<file path="src/rtl/axi_lite_pkg.sv">
// Shared definitions for the AXI4-Lite register bank.
// Holds the AXI response codes and the state encodings of the write and
// read channel state machines.
package axi_lite_pkg;

  localparam logic [1:0] RESP_OKAY   = 2'b00;
  localparam logic [1:0] RESP_SLVERR = 2'b10;

  // The write channel collects AW and W in W_COLLECT, in any order, and
  // holds the response in W_RESP until the master accepts it.
  typedef enum logic {
    W_COLLECT = 1'b0,
    W_RESP    = 1'b1
  } wstate_e;

  typedef enum logic {
    R_IDLE = 1'b0,
    R_DATA = 1'b1
  } rstate_e;

endpackage

</file>
<file path="src/rtl/axi_lite_strb_merge.sv">
// Byte-enable merge of a 32-bit word.
// Ports:
//   old_data - current register contents
//   new_data - write data from the bus
//   strb     - byte enables; strb[b]=1 takes byte b from new_data
//   merged   - resulting word
module axi_lite_strb_merge (
  input  logic [31:0] old_data,
  input  logic [31:0] new_data,
  input  logic [3:0]  strb,
  output logic [31:0] merged
);

  for (genvar gi = 0; gi < 4; gi++) begin : g_byte
    assign merged[gi*8 +: 8] = strb[gi] ? new_data[gi*8 +: 8] : old_data[gi*8 +: 8];
  end

endmodule

</file>
<file path="src/rtl/axi_lite_regbank.sv">
// AXI4-Lite slave register bank with N_REGS 32-bit registers.
// Read/write slots hold control values exposed on reg_out; read-only slots
// (RO_MASK bit set) return the matching status_in slice on reads.
// Ports:
//   S_AXI_*   - AXI4-Lite slave interface (AW/W/B write, AR/R read)
//   reg_out   - flattened register contents, slice i = reg_out[i*32 +: 32]
//   status_in - status words returned by read-only slots
//   wr_pulse  - one-cycle pulse per register on a successful write commit
//   rd_pulse  - one-cycle pulse per register on an OKAY read
module axi_lite_regbank
  import axi_lite_pkg::*;
#(
  parameter int                N_REGS     = 8,
  parameter int                ADDR_WIDTH = 9,
  parameter logic [N_REGS-1:0] RO_MASK    = '0,
  parameter logic [31:0]       RESET_VAL  = '0
) (
  input  logic                   S_AXI_ACLK,
  input  logic                   S_AXI_ARESET,
  input  logic [ADDR_WIDTH-1:0]  S_AXI_AWADDR,
  input  logic                   S_AXI_AWVALID,
  output logic                   S_AXI_AWREADY,
  input  logic [31:0]            S_AXI_WDATA,
  input  logic [3:0]             S_AXI_WSTRB,
  input  logic                   S_AXI_WVALID,
  output logic                   S_AXI_WREADY,
  output logic [1:0]             S_AXI_BRESP,
  output logic                   S_AXI_BVALID,
  input  logic                   S_AXI_BREADY,
  input  logic [ADDR_WIDTH-1:0]  S_AXI_ARADDR,
  input  logic                   S_AXI_ARVALID,
  output logic                   S_AXI_ARREADY,
  output logic [31:0]            S_AXI_RDATA,
  output logic [1:0]             S_AXI_RRESP,
  output logic                   S_AXI_RVALID,
  input  logic                   S_AXI_RREADY,
  output logic [N_REGS*32-1:0]   reg_out,
  input  logic [N_REGS*32-1:0]   status_in,
  output logic [N_REGS-1:0]      wr_pulse,
  output logic [N_REGS-1:0]      rd_pulse
);

  localparam int IDX_W = ADDR_WIDTH - 2;

  // Write channel state
  wstate_e           wstate_q, wstate_d;
  logic              aw_cap_q, aw_cap_d;
  logic              w_cap_q, w_cap_d;
  logic [IDX_W-1:0]  aw_idx_q, aw_idx_d;
  logic [31:0]       wdata_q, wdata_d;
  logic [3:0]        wstrb_q, wstrb_d;
  logic              bvalid_q, bvalid_d;
  logic [1:0]        bresp_q, bresp_d;
  logic [N_REGS-1:0] wr_pulse_q, wr_pulse_d;
  logic [31:0]       regs_q [N_REGS];
  logic [31:0]       regs_d [N_REGS];

  // Read channel state
  rstate_e           rstate_q, rstate_d;
  logic              rvalid_q, rvalid_d;
  logic [31:0]       rdata_q, rdata_d;
  logic [1:0]        rresp_q, rresp_d;
  logic [N_REGS-1:0] rd_pulse_q, rd_pulse_d;

  logic [IDX_W-1:0]  ar_idx;
  logic [N_REGS-1:0] wr_sel, ar_sel;
  logic [31:0]       merged [N_REGS];
  logic              aw_hs, w_hs, commit, wr_ok;
  logic              unused_addr_lsbs;

  // Byte lanes inside a word are selected by WSTRB, not by the address LSBs.
  assign unused_addr_lsbs = ^{S_AXI_AWADDR[1:0], S_AXI_ARADDR[1:0]};
  assign ar_idx = S_AXI_ARADDR[ADDR_WIDTH-1:2];

  // Per-register decode: an index with no matching slot is out of range,
  // so it selects nothing and the access falls through to SLVERR.
  for (genvar gi = 0; gi < N_REGS; gi++) begin : g_reg
    assign wr_sel[gi] = (aw_idx_q == IDX_W'(gi));
    assign ar_sel[gi] = (ar_idx == IDX_W'(gi));
    assign reg_out[gi*32 +: 32] = regs_q[gi];
    axi_lite_strb_merge u_merge (
      .old_data (regs_q[gi]),
      .new_data (wdata_q),
      .strb     (wstrb_q),
      .merged   (merged[gi])
    );
  end

  assign aw_hs  = S_AXI_AWVALID && S_AXI_AWREADY;
  assign w_hs   = S_AXI_WVALID && S_AXI_WREADY;
  assign commit = (wstate_q == W_COLLECT) && aw_cap_q && w_cap_q;
  assign wr_ok  = |(wr_sel & ~RO_MASK);

  // State register
  always_ff @(posedge S_AXI_ACLK) begin
    if (S_AXI_ARESET) begin
      wstate_q   <= W_COLLECT;
      aw_cap_q   <= 1'b0;
      w_cap_q    <= 1'b0;
      aw_idx_q   <= '0;
      wdata_q    <= '0;
      wstrb_q    <= '0;
      bvalid_q   <= 1'b0;
      bresp_q    <= RESP_OKAY;
      wr_pulse_q <= '0;
      for (int i = 0; i < N_REGS; i++) regs_q[i] <= RESET_VAL;
      rstate_q   <= R_IDLE;
      rvalid_q   <= 1'b0;
      rdata_q    <= '0;
      rresp_q    <= RESP_OKAY;
      rd_pulse_q <= '0;
    end else begin
      wstate_q   <= wstate_d;
      aw_cap_q   <= aw_cap_d;
      w_cap_q    <= w_cap_d;
      aw_idx_q   <= aw_idx_d;
      wdata_q    <= wdata_d;
      wstrb_q    <= wstrb_d;
      bvalid_q   <= bvalid_d;
      bresp_q    <= bresp_d;
      wr_pulse_q <= wr_pulse_d;
      regs_q     <= regs_d;
      rstate_q   <= rstate_d;
      rvalid_q   <= rvalid_d;
      rdata_q    <= rdata_d;
      rresp_q    <= rresp_d;
      rd_pulse_q <= rd_pulse_d;
    end
  end

  // Write channel next state
  always_comb begin
    wstate_d   = wstate_q;
    aw_cap_d   = aw_cap_q;
    w_cap_d    = w_cap_q;
    aw_idx_d   = aw_idx_q;
    wdata_d    = wdata_q;
    wstrb_d    = wstrb_q;
    bvalid_d   = bvalid_q;
    bresp_d    = bresp_q;
    wr_pulse_d = '0;
    regs_d     = regs_q;
    case (wstate_q)
      W_COLLECT: begin
        if (commit) begin
          aw_cap_d = 1'b0;
          w_cap_d  = 1'b0;
          bvalid_d = 1'b1;
          wstate_d = W_RESP;
          if (wr_ok) begin
            bresp_d    = RESP_OKAY;
            wr_pulse_d = wr_sel & ~RO_MASK;
            for (int i = 0; i < N_REGS; i++) begin
              if (wr_sel[i] && !RO_MASK[i]) regs_d[i] = merged[i];
            end
          end else begin
            bresp_d = RESP_SLVERR;
          end
        end else begin
          // Ready is low for an already-captured half, so each half is
          // latched at most once per transaction.
          if (aw_hs) begin
            aw_cap_d = 1'b1;
            aw_idx_d = S_AXI_AWADDR[ADDR_WIDTH-1:2];
          end
          if (w_hs) begin
            w_cap_d = 1'b1;
            wdata_d = S_AXI_WDATA;
            wstrb_d = S_AXI_WSTRB;
          end
        end
      end
      W_RESP: begin
        if (S_AXI_BREADY) begin
          bvalid_d = 1'b0;
          wstate_d = W_COLLECT;
        end
      end
      default: wstate_d = W_COLLECT;
    endcase
  end

  // Read channel next state. Reads see regs_q, so a read coinciding with a
  // write commit to the same slot returns the pre-write value.
  always_comb begin
    rstate_d   = rstate_q;
    rvalid_d   = rvalid_q;
    rdata_d    = rdata_q;
    rresp_d    = rresp_q;
    rd_pulse_d = '0;
    case (rstate_q)
      R_IDLE: begin
        if (S_AXI_ARVALID) begin
          rvalid_d = 1'b1;
          rstate_d = R_DATA;
          if (|ar_sel) begin
            rresp_d    = RESP_OKAY;
            rd_pulse_d = ar_sel;
            rdata_d    = '0;
            for (int i = 0; i < N_REGS; i++) begin
              if (ar_sel[i]) rdata_d = RO_MASK[i] ? status_in[i*32 +: 32] : regs_q[i];
            end
          end else begin
            rresp_d = RESP_SLVERR;
            rdata_d = '0;
          end
        end
      end
      R_DATA: begin
        if (S_AXI_RREADY) begin
          rvalid_d = 1'b0;
          rstate_d = R_IDLE;
        end
      end
      default: rstate_d = R_IDLE;
    endcase
  end

  // Outputs
  always_comb begin
    S_AXI_AWREADY = (wstate_q == W_COLLECT) && !aw_cap_q;
    S_AXI_WREADY  = (wstate_q == W_COLLECT) && !w_cap_q;
    S_AXI_ARREADY = (rstate_q == R_IDLE);
    S_AXI_BVALID  = bvalid_q;
    S_AXI_BRESP   = bresp_q;
    S_AXI_RVALID  = rvalid_q;
    S_AXI_RDATA   = rdata_q;
    S_AXI_RRESP   = rresp_q;
    wr_pulse      = wr_pulse_q;
    rd_pulse      = rd_pulse_q;
  end

endmodule

</file>
<file path="config.mk">
export PLATFORM = sky130hd
export DESIGN_NAME = axi_lite_regbank
export DESIGN_NICKNAME = d
export VERILOG_FILES = /design/src/rtl/axi_lite_pkg.sv /design/src/rtl/axi_lite_strb_merge.sv /design/src/rtl/axi_lite_regbank.sv
export SDC_FILE = /design/constraint.sdc
export NUM_CORES = 1
export LEC_CHECK = 0
export CAP_MARGIN = 10
export CORE_AREA = 2 2 246 248
export DETAILED_ROUTE_END_ITERATION = 7
export DIE_AREA = 0 0 248 250
export DONT_BUFFER_PORTS = 1
export GPL_ROUTABILITY_DRIVEN = 0
export GPL_TIMING_DRIVEN = 1
export PLACE_DENSITY = 0.47
export SYNTH_ARGS = -nofsm -noshare
export SYNTH_HDL_FRONTEND = slang
export SYNTH_SLANG_ARGS = --single-unit
</file>
<file path="constraint.sdc">
create_clock -name S_AXI_ACLK -period 2.7 [get_ports S_AXI_ACLK]
set_clock_uncertainty 0.05 [all_clocks]
set_input_delay 0.405 -clock S_AXI_ACLK [delete_from_list [all_inputs] [get_ports S_AXI_ACLK]]
set_output_delay 0.405 -clock S_AXI_ACLK [all_outputs]
set_load 0.02 [all_outputs]
</file>
# Word-level counts from Yosys, hierarchy flattened
# Cells that the tools add are included.
[classes]
n_eq_ne = 18
mux = 27
bitwise = 6
n_reduce_logical = 56
[op_table]
columns = ["cell", "n"]
rows = [
  ["32-bit 2-to-1 mux", 9],
  ["5-bit AND reduction", 32],
  ["7-bit by 3-bit equality test with 1-bit output, second input constant", 8],
  ["7-bit by 2-bit equality test with 1-bit output, second input constant", 4],
  ["8-bit OR reduction", 2],
  ["7-bit by 1-bit equality test with 1-bit output, second input constant", 2],
  ["7-bit zero test", 2],
  ["1-bit 2-to-1 mux", 12],
  ["2-bit AND reduction", 6],
  ["2-bit inequality test, second input constant", 4],
  ["1-bit case mux with 2 select lines", 4],
  ["4-bit OR reduction", 2],
  ["1-bit logical AND", 6],
  ["1-bit NOT", 6],
  ["3-bit AND reduction", 2],
  ["2-bit 2-to-1 mux", 2],
  ["2-bit nonzero test", 2],
  ["1-bit zero test", 2],
]
[totals]
reg_bits = 357
input_bits = 317
output_inout_bits = 313
word_cells = 153

# Longest topological paths before layout
[depth]
depth_word = 10
mapped_depth = 8
depth_no_buf = 4

# Cells and area by module
# Synthesis repeated with hierarchy kept, for this count alone.
[unflattened]
hier_cells = 2210
hier_area_um2 = 19055.8
[modules_own_cells]
columns = ["module", "instances", "cells_each", "area_each_um2", "seq_area_each_um2"]
rows = [
  ["axi_lite_regbank", 1, 1922, 14851.7, 7106.8],
  ["axi_lite_strb_merge", 8, 36, 525.5, 0.0],
]

# Worst setup path before layout
# OpenSTA, ideal clock, no wires.
[synth_path]
path_kind = "input-to-reg"
start = "input S_AXI_ARADDR[3]"
end = "register rdata_q[10], in the netlist S_AXI_RDATA[10]"
setup_ps = 134
arrival_ps = 1761
required_time_ps = 2516
slack_ps = 755
stages = 7
path_buffers = 4
cell_sequence = "clkbuf_1 > clkbuf_1 > clkbuf_1 > buf_1 > nand3_1 > a31oi_1 > o22ai_1"
[synth_via]
elab_chain_len = 10
word_cells_on_any_way = 18
classes_between = "7 x eq/ne; 9 x mux; 2 x reduce/logical"
[synth_lines]
columns = ["item", "line", "text"]
rows = [
  ["from (decl)", "axi_lite_regbank.sv:30", "input logic [ADDR_WIDTH-1:0] S_AXI_ARADDR,"],
  ["7-bit zero test", "axi_lite_regbank.sv:79", "assign ar_sel[gi] = (ar_idx == IDX_W'(gi));"],
  ["32-bit 2-to-1 mux (8 in series)", "axi_lite_regbank.sv:201", "if (ar_sel[i]) rdata_d = RO_MASK[i] ? status_in[i*32 +: 32] : regs_q[i];"],
  ["32-bit 2-to-1 mux *", "axi_lite_regbank.sv:196", "if (|ar_sel) begin"],
  ["to (signal assigned)", "axi_lite_regbank.sv:125", "rdata_q <= rdata_d;"],
  ["to (decl)", "axi_lite_regbank.sv:61", "logic [31:0] rdata_q, rdata_d;"],
]
# Mark *: on every way between the ends. The rest lies on a longest branch, timed or not.
# A chain may end at the register's enable or synchronous reset.

# Worst setup path in the final report
[layout_path]
start = "register aw_idx_q[0]"
end = "register regs_q (netlist bit reg_out[14])"
[layout_via]
elab_chain_len = 3
word_cells_on_any_way = 10
classes_between = "7 x eq/ne; 3 x reduce/logical"
[layout_lines]
columns = ["item", "line", "text"]
rows = [
  ["from (decl)", "axi_lite_regbank.sv:49", "logic [IDX_W-1:0] aw_idx_q, aw_idx_d;"],
  ["from (signal assigned)", "axi_lite_regbank.sv:116", "aw_idx_q <= aw_idx_d;"],
  ["7-bit by 1-bit equality test with 1-bit output (tied with other cells)", "axi_lite_regbank.sv:78", "assign wr_sel[gi] = (aw_idx_q == IDX_W'(gi));"],
  ["8-bit OR reduction", "axi_lite_regbank.sv:92", "assign wr_ok = |(wr_sel & ~RO_MASK);"],
  ["5-bit AND reduction (no source line) *", "--", ""],
  ["to (signal assigned)", "axi_lite_regbank.sv:122", "regs_q <= regs_d;"],
  ["to (decl)", "axi_lite_regbank.sv:55", "logic [31:0] regs_q [N_REGS];"],
]
# Marks and branches as above.

==> flow_metrics.py <==
metrics = {
    "setup_path": {
        "worst-path-max-fanout": 24,
        "crit_required_ns": 3.16,
        "cp-start-kind": "register",
        "endpoint_kind": "register",
        "path_class": "reg -> reg",
        "cp-startpoint": "aw_idx_q[0]$_SDFFE_PP0P_",
        "critPathArrivalTime_ns": 3.05,
        "timing.rr.start": "aw_idx_q[0]$_SDFFE_PP0P_",
    },
    "yosys": {
        "ys_top_cells_by_area": "dfxtp_1 (46%), mux2i_1 (13%), nand2b_1 (6.1%)",
        "ys_seq_area_share_pct": 45.9,
        "syn_inst": 1696,
        "syn_avg_cell_area_um2": 9.13,
        "yosysMostFrequentCell": "dfxtp_1",
        "syn-cell-area_um2": 15500,
        "synth_flop_cell": "dfxtp_1",
        "synth_edf_count": 0,
        "ys_ff_latch": 355,
        "synth_common_cells": "dfxtp_1 (355), mux2i_1 (200), nand2b_1 (151), nand2_1 (121), o21ai_0 (116)",
        "async_flop_share_pct": 0,
        "ys_types": 55,
        "synth_top_area_share_pct": 45.9,
        "ys.warnings.count": 0,
        "netlist.top_cell.by_area": "dfxtp_1",
    },
    "route": {
        "vias": 13500,
        "drc": 0,
        "initialDrtViolationCount": 1070,
        "firstDrtPassIters": 5,
        "wl_per_cell_um": 27.0,
        "finalWirelength_um": 69800,
        "viasPerCell": 5.24,
        "ant_nets": 0,
    },
    "timing": {
        "final_hold_viol_count": 0,
        "maxSlewHeadroom_pct": 28.9,
        "rsz0062_at_grt": "no",
        "period_minus_slack_ns": 2.58,
        "fin_setup_tns_ns": 0,
        "finalMaxSlewViolations": 0,
        "fmax_ghz": 0.387,
        "setup_viol": 0,
        "final.period_utilization_pct": 95.7,
        "worst_pin_slew_ns": 1.06,
    },
    "run_status": {
        "status": "completed",
    },
    "floorplan": {
        "core_um2": 59600,
        "die-area_um2": 62000,
        "io_pins": 630,
        "die_h_um": 250,
        "start_util_pct": 26.0,
        "fp.dieW_um": 248,
        "rows": 90,
    },
    "finish": {
        "num-nets-final": 2083,
        "utilization_pct": 32.0,
        "drive_gt1_share_pct": 11.9,
        "syn_to_final_growth_pct": 23.2,
    },
    "power": {
        "clkPwrFrac_pct": 49.7,
        "seqPwrFrac_pct": 43.9,
        "leakagePower_uw": 0.00765,
        "p_int_uw": 9250,
        "peakVddDrop_mv": 0.440,
        "power_switching_uw": 3080,
        "p_comb_share_pct": 6.5,
        "switching_share_pct": 25.0,
        "power_density_nw_per_um2": 646,
    },
    "cts": {
        "cts_root_buf": "clkbuf_16",
        "insertion_delay_ns": 0.57,
        "clk_path_buf_depth": 3,
        "h-tree-depth": 2,
        "path_clk_slew_ns": 0.06,
        "clkSinkCount": 355,
        "cts_tree": "done",
        "cts_buffers": 43,
    },
    "global_routing": {
        "grt_overflow": 0,
        "grt_pass1_wl_um": 98200,
        "grt_pass1_vias": 13100,
        "antenna_found_initial": 4,
        "grtUsageTotal_pct": 21.8,
        "grt_max_degree": 137,
    },
    "worst_hold_path": {
        "min_from": "S_AXI_ARADDR[3]",
        "hold_class": "in -> reg",
    },
    "place": {
        "hpwlAfterDp_um": 44700,
        "port_buffers": 0,
    },
    "run": {
        "drv_cap": 0,
    },
}
[cell type report]
class / instances / area (µm²)
Fill cell: 6124 / 40500
Antenna cell: 5 / 12.5
Inverter: 14 / 52.6
Clock buffer: 55 / 1240
Multi-Input combinational cell: 1182 / 7800
Tap cell: 782 / 978
Timing Repair Buffer: 170 / 1640
Sequential cell: 355 / 7110
Clock inverter: 21 / 234
[state kept, by name, indices dropped and copies added (netlist names), 4 cells and up]
register and count:
wr_pulse 8, wdata_q 32, wstrb_q 4, aw_idx_q 7
reg_out 256, S_AXI_RDATA 32, rd_pulse 8
[final timing paths]
check,end,slack [ns],cells after the start
worst max register to register,reg_out[14]$_SDFFE_PP0P_,0.12,7
worst max-delay path,reg_out[14]$_SDFFE_PP0P_,0.12,7
worst min-delay path,S_AXI_RDATA[7]$_SDFFE_PP0P_,0.06,2
worst min register to register,wdata_q[27]$_SDFFE_PP0P_,0.45,2
[placed cells by master (no fill, tap or decap), drive strengths merged, types with 4 or more instances in the layout]
cell and instances:
nand3 77, a21oi 111, nand4 12, dfxtp 355, mux2 28, buf 56, clkinv 12, nand2 123
bufinv 4, nor4 7, o22ai 42, a2bb2oi 6, and3 9, or3b 25, o31a 25, dlygate4sd3 114
diode 5, nor2 116, o2111ai 25, a32oi 4, a211oi 26, a31oi 4, nand2b 151, inv 16
nor3 8, o21ai 116, nand3b 7, nor3b 5, clkbuf 55, nor2b 29, mux2i 200
[per-layer routing]
layer	wire length, µm	track usage [%]
met1	30300	29.1
met4	1880	6.30
met3	6970	7.44
met2	30700	33.2
met5	36	0
[power groups by stage]
stage	clock (µW)	sequential, µW	combinational [µW]
final	6130	5410	796
after global routing	6460	5420	846
after CTS	6270	5410	787
after detailed placement	0	5520	597
after global placement	0	5520	592
after floorplan	0	5460	507
[stage by stage]
stage	cells	total power [µW]	hold slack (ns)	worst slack, ns	cell area [µm²]
finish	2584	12300	0.0591	0.117	19100
global placement	2387	6110	0.432	0.330	16400
detailed placement	2387	6120	0.435	0.291	16400
global route	2579	12700	0.0202	0.000367	19100
floorplan	1697	5970	0.407	0.755	15500
CTS	2579	12500	0.000258	0.0133	19000
[repair_timing]
| item | in CTS | in global routing |
|---|---|---|
| setup buffers | 0 | 0 |
| hold buffers | 116 | 0 |
| hold endpoints to repair | 214 | 0 |
| gates resized for setup | 0 | 5 |
| endpoints found under the setup margin | 0 | 15 |
[critical path: stages, from the launching register on]
cell and delay [ns]:
dfxtp_1 0.42, nor4_2 0.39, buf_4 0.30, and3_1 0.19, buf_4 0.33, nand3_1 0.13
a21oi_1 0.15, dlygate4sd3_1 0.57
[cell families (layout without fill, tap and decap cells)]
family / after synthesis / count (layout) / share of synthesized area, %
DFF: 355 / 355 / 45.9
and+or+nand+nor: 588 / 588 / 20.7
other: 1 / 7 / 0.0242
muxes: 230 / 230 / 15.3
buffers and inverters: 160 / 260 / 4.13
AOI/OAI and AO/OA: 362 / 362 / 14.0
No activity file was read; power rests on OpenSTA's default activity.
